**src/rtl/pipe_reg_skid.sv**
```systemverilog
// Elastic pipeline register: main + one-entry skid, registered ready/valid.
// Optional PIPE_REG_SKID_FLUSH_EN adds a flush port that empties the stage.
module pipe_reg_skid #(
  parameter int unsigned      SIZE        = 32,
  parameter logic [SIZE-1:0]  RESET_VALUE = '0
) (
  input  logic            clk,
  input  logic            reset,
  input  logic [SIZE-1:0] in,
  input  logic            in_valid,
  output logic            in_ready,
  output logic [SIZE-1:0] out,
  output logic            out_valid,
  input  logic            out_ready
`ifdef PIPE_REG_SKID_FLUSH_EN
  ,
  input  logic            flush
`endif
);

  typedef enum logic [1:0] {
    EMPTY = 2'd0,
    BUSY  = 2'd1,
    FULL  = 2'd2
  } state_t;

  state_t          state;
  logic [SIZE-1:0] main_q;
  logic [SIZE-1:0] skid_q;
  logic            in_fire;
  logic            out_fire;

  assign in_fire  = in_valid & in_ready;
  assign out_fire = out_valid & out_ready;
  assign out      = main_q;

  // in_ready/out_valid are flops kept in step with state,
  // so out_ready never reaches in_ready combinationally.
  always_ff @(posedge clk) begin
    if (!reset) begin
      state     <= EMPTY;
      main_q    <= RESET_VALUE;
      skid_q    <= RESET_VALUE;
      out_valid <= 1'b0;
      in_ready  <= 1'b1;
    end
`ifdef PIPE_REG_SKID_FLUSH_EN
    else if (flush) begin
      state     <= EMPTY;
      out_valid <= 1'b0;
      in_ready  <= 1'b1;
    end
`endif
    else begin
      unique case (state)
        EMPTY: begin
          if (in_valid) begin
            main_q    <= in;
            state     <= BUSY;
            out_valid <= 1'b1;
            in_ready  <= 1'b1;
          end
        end
        BUSY: begin
          if (in_fire && out_fire) begin
            main_q <= in;
          end else if (in_fire) begin
            skid_q   <= in;
            state    <= FULL;
            in_ready <= 1'b0;
          end else if (out_fire) begin
            state     <= EMPTY;
            out_valid <= 1'b0;
          end
        end
        FULL: begin
          if (out_fire) begin
            main_q   <= skid_q;
            state    <= BUSY;
            in_ready <= 1'b1;
          end
        end
        default: begin
          state     <= EMPTY;
          out_valid <= 1'b0;
          in_ready  <= 1'b1;
        end
      endcase
    end
  end

endmodule

```
**config.mk**
```make
export PLATFORM = sky130hd
export DESIGN_NAME = pipe_reg_skid
export DESIGN_NICKNAME = d
export VERILOG_FILES = /design/src/rtl/pipe_reg_skid.sv
export SDC_FILE = /design/constraint.sdc
export NUM_CORES = 1
export LEC_CHECK = 0
export ABC_AREA = 1
export ABC_CLOCK_PERIOD_IN_PS = 1300
export CAP_MARGIN = 20
export CORE_MARGIN = 3
export CORE_UTILIZATION = 46
export CTS_BUF_LIST = sky130_fd_sc_hd__clkbuf_8 sky130_fd_sc_hd__clkbuf_16
export DETAILED_ROUTE_END_ITERATION = 8
export HOLD_SLACK_MARGIN = 0.12
export MAX_ROUTING_LAYER = met4
export PLACE_DENSITY = 0.75
export SLEW_MARGIN = 30
export SYNTH_ARGS = -nofsm -noshare
export SYNTH_HDL_FRONTEND = slang
export SYNTH_SLANG_ARGS = --single-unit
```
**constraint.sdc**
```tcl
create_clock -name clk -period 1.3 [get_ports clk]
set_input_delay 0.26 -clock clk [delete_from_list [all_inputs] [get_ports clk]]
set_output_delay 0.26 -clock clk [all_outputs]
set_load 0.01 [all_outputs]
```
# ---- Yosys cells after proc, flatten, opt, wreduce, memory -nomap -nowiden
# Cells that the tools add are included.
dict set report totals {
  regBits 68
}
dict set report classes {
  reduce_logical 8
  mux 19
  bitwise 4
  n_eq_ne 10
}
# op n
set ops {}
lappend ops {{2-to-1 mux 32 bit} 3}
lappend ops {{one-hot mux 32 bit (3 select lines)} 1}
lappend ops {{inequality test 2 bit, second input constant} 7}
lappend ops {{AND reduction 4 bit} 3}
lappend ops {{2-to-1 mux 2 bit} 5}
lappend ops {{2-to-1 mux 1 bit} 7}
lappend ops {{one-hot mux 1 bit (3 select lines)} 2}
lappend ops {{one-hot mux 2 bit (3 select lines)} 1}
lappend ops {{AND reduction 5 bit} 1}
lappend ops {{inequality test 3 bit, second input constant} 1}
lappend ops {{AND reduction 3 bit} 1}
lappend ops {{nonzero test 3 bit} 1}
lappend ops {{bitwise AND 1 bit} 2}
lappend ops {{equality test 2 x 1 -> 1 bit, second input constant} 1}
lappend ops {{equality test 2 bit, second input constant} 1}
lappend ops {{logical NOT 2 bit} 1}
lappend ops {{inverter 1 bit} 2}
lappend ops {{logical AND 1 bit} 1}

# ---- Logic depth before layout (Yosys ltp)
# Gate-level depths: netlist of the first run.
dict set report depth {
  ltp_word 5
  ltp_mapped 10
  ltp_nobuf 8
}

# ---- Least setup slack after synthesis of the first run
# Ideal clock, no wire load.
dict set report synth_path {
  path_type {reg2reg}
  startpoint {register out_valid}
  endpoint {register main_q[10] (netlist: out[10])}
  path_stages_with_launch 9
  path_slack_ns 0.018
  arrival_time_ns 1.167
  path_buffers 1
  required_ns 1.185
  cell_sequence {dfxtp_1 nand2_2 nor2_1 nand2_1 nand2_2 buf_2 nand3_1 nand2_1 nor2_1}
}
dict set report synth_via {
  elab_chain_cells 4
}
# element line_no
set synth_lines {}
lappend synth_lines {{start, declared} 13} ;# output logic out_valid,
lappend synth_lines {{start signal, assigned} 44} ;# out_valid <= 1'b0;
lappend synth_lines {{start signal, assigned} 60} ;# out_valid <= 1'b1;
lappend synth_lines {{start signal, assigned} 73} ;# out_valid <= 1'b0;
lappend synth_lines {{bitwise AND 1 bit *} 34} ;# assign out_fire = out_valid & out_ready;
lappend synth_lines {{logical AND 1 bit} 65} ;# if (in_fire && out_fire) begin
lappend synth_lines {{inequality test 2 bit (no source line)} n/a}
lappend synth_lines {{AND reduction 4 bit (no source line) *} n/a}
lappend synth_lines {{end signal, assigned} 58} ;# main_q <= in;
lappend synth_lines {{end signal, assigned} 66} ;# main_q <= in;
lappend synth_lines {{end signal, assigned} 78} ;# main_q <= skid_q;
lappend synth_lines {{end, declared} 28} ;# logic [SIZE-1:0] main_q;
# Mark *: on every way between the ends. The rest lies on a longest branch, timed or not.
# A chain may end at the register's enable or synchronous reset.

# ---- Worst setup path after layout of the first run
dict set report layout_path {
  startpoint {register state[1]}
  endpoint {register main_q[11] (netlist: out[11])}
}
dict set report layout_via {
  elab_chain_cells 3
}
# element line_no
set layout_lines {}
lappend layout_lines {{start, declared} 27} ;# state_t state;
lappend layout_lines {{start signal, assigned} 41} ;# state <= EMPTY;
lappend layout_lines {{start signal, assigned} 59} ;# state <= BUSY;
lappend layout_lines {{start signal, assigned} 69} ;# state <= FULL;
lappend layout_lines {{equality test 2 x 1 -> 1 bit, or another cell as far along} 55} ;# unique case (state)
lappend layout_lines {{inequality test 2 bit (no source line) / nonzero test 3 bit (equally long branches)} n/a}
lappend layout_lines {{AND reduction 4 bit (no source line)} n/a}
# Parallel ways exist; a longest one is shown, timed or not.

==> run_results.csv, run 1 <==
group,metric,value,unit
status,outcome,"finished, violations left",
status,violations,"setup timing",
placement,dp_slack,-0.361,ns
hold_path,hold_end,"state[1]",
cts,clk_latency,0.34,ns
hold_path,min-delay-start,"out_ready",
worst_setup_path,worst_setup_path_end_kind,"flop",
final_layout,final_nets,611,
timing,tightest_slew,0.237,ns
timing,slew_headroom,84.1,%
floorplanning,num_rows,30,
final_layout,mostFrequentLayoutCell,"nand2_1",
detailed_routing,wl_per_cell,13.9,um
timing,fmax,754,MHz
synthesis,synth.distinct_cells,18,
power_and_ir_drop,p_per_area,1290,nW/um^2
cts,clk_pin_slew,0.07,ns
grt,grt_antenna_before_repair,0,
worst_setup_path,r2r-end,"out[11]",
synthesis,syn_area_per_cell,6.58,um^2
final_layout,syn_to_final_growth,43.9,%
timing,setup_viol,3,
placement,place_congestion,0.839,
final_layout,ff_latch_area,1370,um^2
power_and_ir_drop,ir_worst_vdd,1.10,mV
detailed_routing,vias,3474,
floorplanning,die_y,90.3,um
floorplanning,die-area,8160,um^2
cts,htreeDepth,3,
timing,period_needed,1.33,ns
worst_setup_path,critPathKind,"reg2reg",
placement,dpl_cell_area,4150,um^2
final_layout,final_cell_mix,"134 x nand2_1, 90 x nand3_1, 64 x dfxtp_1, 53 x a21oi_1",
final_layout,n_antenna_cell,0,
job,maxCapViolCount,0,
floorplanning,core-area,6830,um^2
floorplanning,die_x,90.3,um
floorplanning,ios,70,
timing,setup_ws,-0.0269,ns
timing,finalCritPeriodShare,102,%
detailed_routing,drtIter0Drc,273,
detailed_routing,wl,9.42,mm
synthesis,yosysWarnings,0,
placement,place_inst,649,
grt,track_usage,21.0,%
worst_setup_path,required,1.56,ns
placement,port_buffers,69,
final_layout,drive_gt1_share,15.7,%
worst_setup_path,crit_arrival,1.59,ns
grt,grt_max_degree,42,
timing,slew_viol_final,0,
worst_setup_path,reg2reg_depth,8,
detailed_routing,first_pass_iters,4,
grt,grt_pass1_wl,13.8,mm
worst_setup_path,regToRegSetupSlack,-0.03,ns
power_and_ir_drop,p_leak,2.27,nW
synthesis,syn_inst,497,
final_layout,fillers,552,
grt,gr-total-overflow,0,
final_layout,fin_area,4710,um^2
hold_path,hold_path.class,"in2reg",
timing,fin_worst_skew,0.00531,ns
worst_setup_path,cp_max_fo,10,
final_layout,fin_cells,675,
synthesis,ys_ff_latch,68,
cts,cts_buffers,9,
final_layout,multi_input_area,1710,um^2
timing,hold_viol,0,
placement,dp_hpwl,5.49,mm
detailed_routing,final_antenna_net_count,0,
floorplanning,start_util,47.9,%
cts,clockBufferDepth,2,
grt,first_global_vias,2967,
timing,grt_setup_unrepaired,"true",
synthesis,seq_area_frac_synth,41.6,%
detailed_routing,drc_errors,0,
power_and_ir_drop,power.total,6.06,mW
worst_setup_path,reg2reg_from,"state[1]",
hold_path,holdPathStages,5,
detailed_routing,avgViaCountPerCell,5.15,
synthesis,syn_area,3270,um^2
cts,clkSinkCount,68,
cts,cts_tree,"done",
worst_setup_path,crit_path_start_kind,"flop",
cts,cts_root_buf,"clkbuf_8",
synthesis,syn-num-nets,533,
routing by layer:
metal  vias to the layer above  global-route usage (%)  part of all wire, %
li1                       1748                       -                    -
met1                      1586                    24.5                   40
met2                       129                    34.8                   52
met3                        11                    5.33                  7.0
met4                         0                    8.16                  1.1
met5                         -                       -                    0
timing repair:
item	4_1_cts	5_1_grt
buffers inserted	0	1
pin swaps	0	7
hold buffers	0	0
cloned	0	10
resized for setup	38	59
setup endpoints to repair	67	60
Yosys cell counts, drive strengths merged:
cell type  instances  share of area, %
nand3             99                15
nand2            142                17
inv               38               4.4
o21ai              3              0.46
nor2              39               4.7
a21oi             66                10
clkinv             1              0.11
nand3b             1              0.23
buf               28               5.2
clkbuf            12               1.4
dfxtp             68                42
cells by family after synthesis:
| kind of cell | synth area share, % |
|---|---|
| AND/OR/NAND/NOR | 36.8 |
| buffers and inverters | 11.0 |
| AO/OA/AOI/OAI | 10.6 |
| flip-flops | 41.6 |
report_power, final:
| group | switching (mW) | internal (mW) | leakage, nW |
|---|---|---|---|
| Combinational | 1.04 | 0.916 | 1.60 |
| Clock | 0.741 | 0.904 | 0.106 |
| Sequential | 0.143 | 2.32 | 0.559 |
cell type report:
type	count	share of cell area, %
Tap cell	96	2.55
Inverter	39	3.32
Timing Repair Buffer	106	24.9
Sequential cell	68	29.1
Clock inverter	5	0.983
Multi-Input combinational cell	351	36.2
Clock buffer	10	2.92
how the worst max path moves through the flow:
stage	slack [ns]	startpoint	cells past startpoint	end
2_1_floorplan	0.02	out_valid	8	out[10]
3_3_place_gp	-0.32	in_valid	9	out[25]
3_5_place_dp	-0.36	in_valid	9	out[26]
4_1_cts	0.003	in_valid	9	out[19]
5_1_grt	-0.12	state[1]	8	out[11]
6_report	-0.03	state[1]	8	out[11]
metrics by stage:
stage | hold slack [ns] | util, % | setup TNS (ns)
2_1_floorplan | 0.424 | - | 0
3_3_place_gp | 0.445 | 60.7 | -19.14
6_report | 0.457 | 68.9 | -0.0446
3_5_place_dp | 0.451 | 60.7 | -21.45
4_1_cts | 0.461 | 62.9 | 0
5_1_grt | 0.456 | 68.9 | -2.01
worst max-delay path, stage by stage, from the launching register on:
cell and delay (ns):
dfxtp_4 0.38, inv_2 0.08, nand3b_1 0.16, nand2_4 0.15
inv_8 0.06, buf_12 0.14, nand3_2 0.06, nand2_1 0.07
nor2_1 0.14
state kept, by name, indices dropped and copies added, names as in the netlist:
| name | cells |
|---|---|
| out | 32 |
| skid_q | 32 |
| state | 2 |
| in_ready | 1 |
| out_valid | 1 |
No activity file was read; power rests on OpenSTA's default activity.
==> run 2: changes to the inputs <==
--- a/config.mk
+++ b/config.mk
@@ -8,13 +8,15 @@
 export ABC_AREA = 1
 export ABC_CLOCK_PERIOD_IN_PS = 1300
 export CAP_MARGIN = 20
+export CORE_ASPECT_RATIO = 1.1
 export CORE_MARGIN = 3
 export CORE_UTILIZATION = 46
 export CTS_BUF_LIST = sky130_fd_sc_hd__clkbuf_8 sky130_fd_sc_hd__clkbuf_16
 export DETAILED_ROUTE_END_ITERATION = 8
 export HOLD_SLACK_MARGIN = 0.12
 export MAX_ROUTING_LAYER = met4
-export PLACE_DENSITY = 0.75
+export PLACE_DENSITY = 0.76
+export REMOVE_ABC_BUFFERS = 1
 export SLEW_MARGIN = 30
 export SYNTH_ARGS = -nofsm -noshare
 export SYNTH_HDL_FRONTEND = slang
==> run 2 against run 1 <==
Against the previous run: the flow still finishes with violations (setup timing); worst setup slack worse by 0.046 ns; flip-flop and latch count stayed put; die area hardly changed; sequential share of layout area is 1.3 points lower; fmax is 3.3% lower.
==> run_results.csv, run 2 (synthesis gave the netlist of run 1 again) <==
group,metric,value,unit
final_layout,fin_area,4940,um^2
floorplanning,die-area,8160,um^2
placement,port_buffers,69,
detailed_routing,drc_errors,0,
final_layout,final_nets,626,
cts,clockBufferDepth,2,
worst_setup_path,reg2reg_from,"state[1]",
grt,track_usage,21.7,%
worst_setup_path,worst_setup_path_end_kind,"flop",
timing,finalSetupTns,-0.799,ns
cts,clk_pin_slew,0.07,ns
floorplanning,die_x,86.4,um
grt,grt_antenna_before_repair,0,
final_layout,syn_to_final_growth,51.1,%
worst_setup_path,required,1.58,ns
detailed_routing,vias,3681,
hold_path,min-delay-start,"out_ready",
timing,grt_setup_unrepaired,"true",
worst_setup_path,crit_path_start_kind,"flop",
timing,period_needed,1.37,ns
grt,grt_pass1_wl,13.9,mm
power_and_ir_drop,power.total,6.26,mW
cts,clkSinkCount,68,
timing,fmax,729,MHz
worst_setup_path,cp_max_fo,6,
final_layout,drive_gt1_share,17.7,%
worst_setup_path,crit_start,"state[1]",
final_layout,n_antenna_cell,0,
timing,slew_headroom,85.0,%
cts,htreeDepth,3,
timing,setup_viol,31,
grt,gr-total-overflow,0,
floorplanning,die_y,94.5,um
power_and_ir_drop,ir_worst_vdd,0.920,mV
placement,dp_hpwl,5.59,mm
detailed_routing,final_antenna_net_count,0,
final_layout,final_cell_mix,"133 x nand2_1, 98 x nand3_1, 64 x dfxtp_1, 48 x a21oi_1",
floorplanning,ios,70,
worst_setup_path,reg2reg_depth,7,
floorplanning,start_util,48.5,%
floorplanning,core-area,6750,um^2
cts,cts_tree,"done",
grt,first_global_vias,3134,
cts,cts_buffers,9,
final_layout,mostFrequentLayoutCell,"nand2_1",
timing,slew_viol_final,0,
timing,fin_worst_skew,0.00665,ns
timing,setup_ws,-0.0725,ns
worst_setup_path,crit_arrival,1.65,ns
grt,grt_max_degree,29,
power_and_ir_drop,p_leak,2.40,nW
detailed_routing,avgViaCountPerCell,5.45,
timing,tightest_slew,0.225,ns
worst_setup_path,critPathMaxStageDelay,0.38,ns
timing,finalCritPeriodShare,106,%
cts,cts_root_buf,"clkbuf_8",
job,maxCapViolCount,0,
power_and_ir_drop,p_per_area,1270,nW/um^2
worst_setup_path,cpMaxStageDelayCell,"dfxtp_4",
hold_path,holdPathStages,5,
detailed_routing,first_pass_iters,5,
cts,clk_latency,0.36,ns
worst_setup_path,crit_chain,"inv_2 -> nand2_4 -> nor2_4 -> buf_4 -> buf_6 -> nand3_1 -> a21oi_1",
worst_setup_path,critPathKind,"reg2reg",
floorplanning,num_rows,31,
detailed_routing,wl,10.5,mm
detailed_routing,wl_per_cell,15.6,um
placement,place_congestion,0.861,
status,violations,"setup timing",
placement,dpl_cell_area,4200,um^2
timing,hold_viol,0,
status,outcome,"finished, violations left",
detailed_routing,drtIter0Drc,308,
hold_path,hold_path.class,"in2reg",
[run 2: worst max-delay path: cells and delay by family, from the launching register on]
family	cells	cell delay, ns
AO/OA/AOI/OAI	1	0.18
buffers and inverters	3	0.36
AND/OR/NAND/NOR	3	0.38
flip-flops	1	0.38
[run 2: per-stage QoR]
| step | setup WS [ns] | hold slack [ns] | instances | util, % |
|---|---|---|---|---|
| final | -0.0725 | 0.427 | 676 | 73.3 |
| after global routing | -0.156 | 0.445 | 676 | 73.3 |
| after CTS | 0.0110 | 0.461 | 653 | 64.6 |
| after detailed placement | -0.405 | 0.450 | 638 | 62.3 |
| after global placement | -0.360 | 0.446 | 638 | 62.3 |
| after floorplan | -0.752 | 0.381 | 457 | - |
[run 2: timing repair]
action / CTS / global route
hold buffers: 0 / 0
endpoints found under the setup margin: 69 / 66
cloned: 0 / 15
resized for setup: 40 / 53
setup buffers: 0 / 8
pin swaps: 0 / 16
[run 2: area by class of cell]
type / instances / area, um^2
timing repair buffer: 121 / 1430
fill: 524 / 1800
clock inverter: 2 / 8.76
tap: 82 / 103
clock buffer: 13 / 179
multi-input combinational: 351 / 1700
inverter: 39 / 156
sequential: 68 / 1370
[run 2: worst paths after layout]
check             slack [ns]          to
setup / recovery       -0.07  skid_q[20]
hold / removal          0.43    state[1]
setup reg to reg       -0.07  skid_q[20]
hold reg to reg         0.46  skid_q[22]
[run 2: power by group]
| group | total [mW] | internal (mW) | switching (mW) |
|---|---|---|---|
| registers | 2.46 | 2.32 | 0.143 |
| clock network | 1.69 | 0.882 | 0.809 |
| logic | 2.11 | 1.03 | 1.08 |
| total | 6.26 | 4.23 | 2.03 |
[run 2: per-layer routing]
layer  global-route usage [%]  vias to the layer above  part of all wire (%)
met2                     37.3                      203                    50
met5                        -                        -                     0
met3                     3.66                       24                   8.0
met1                     24.7                     1669                    39
li1                         -                     1785                     -
met4                     9.48                        0                   2.8
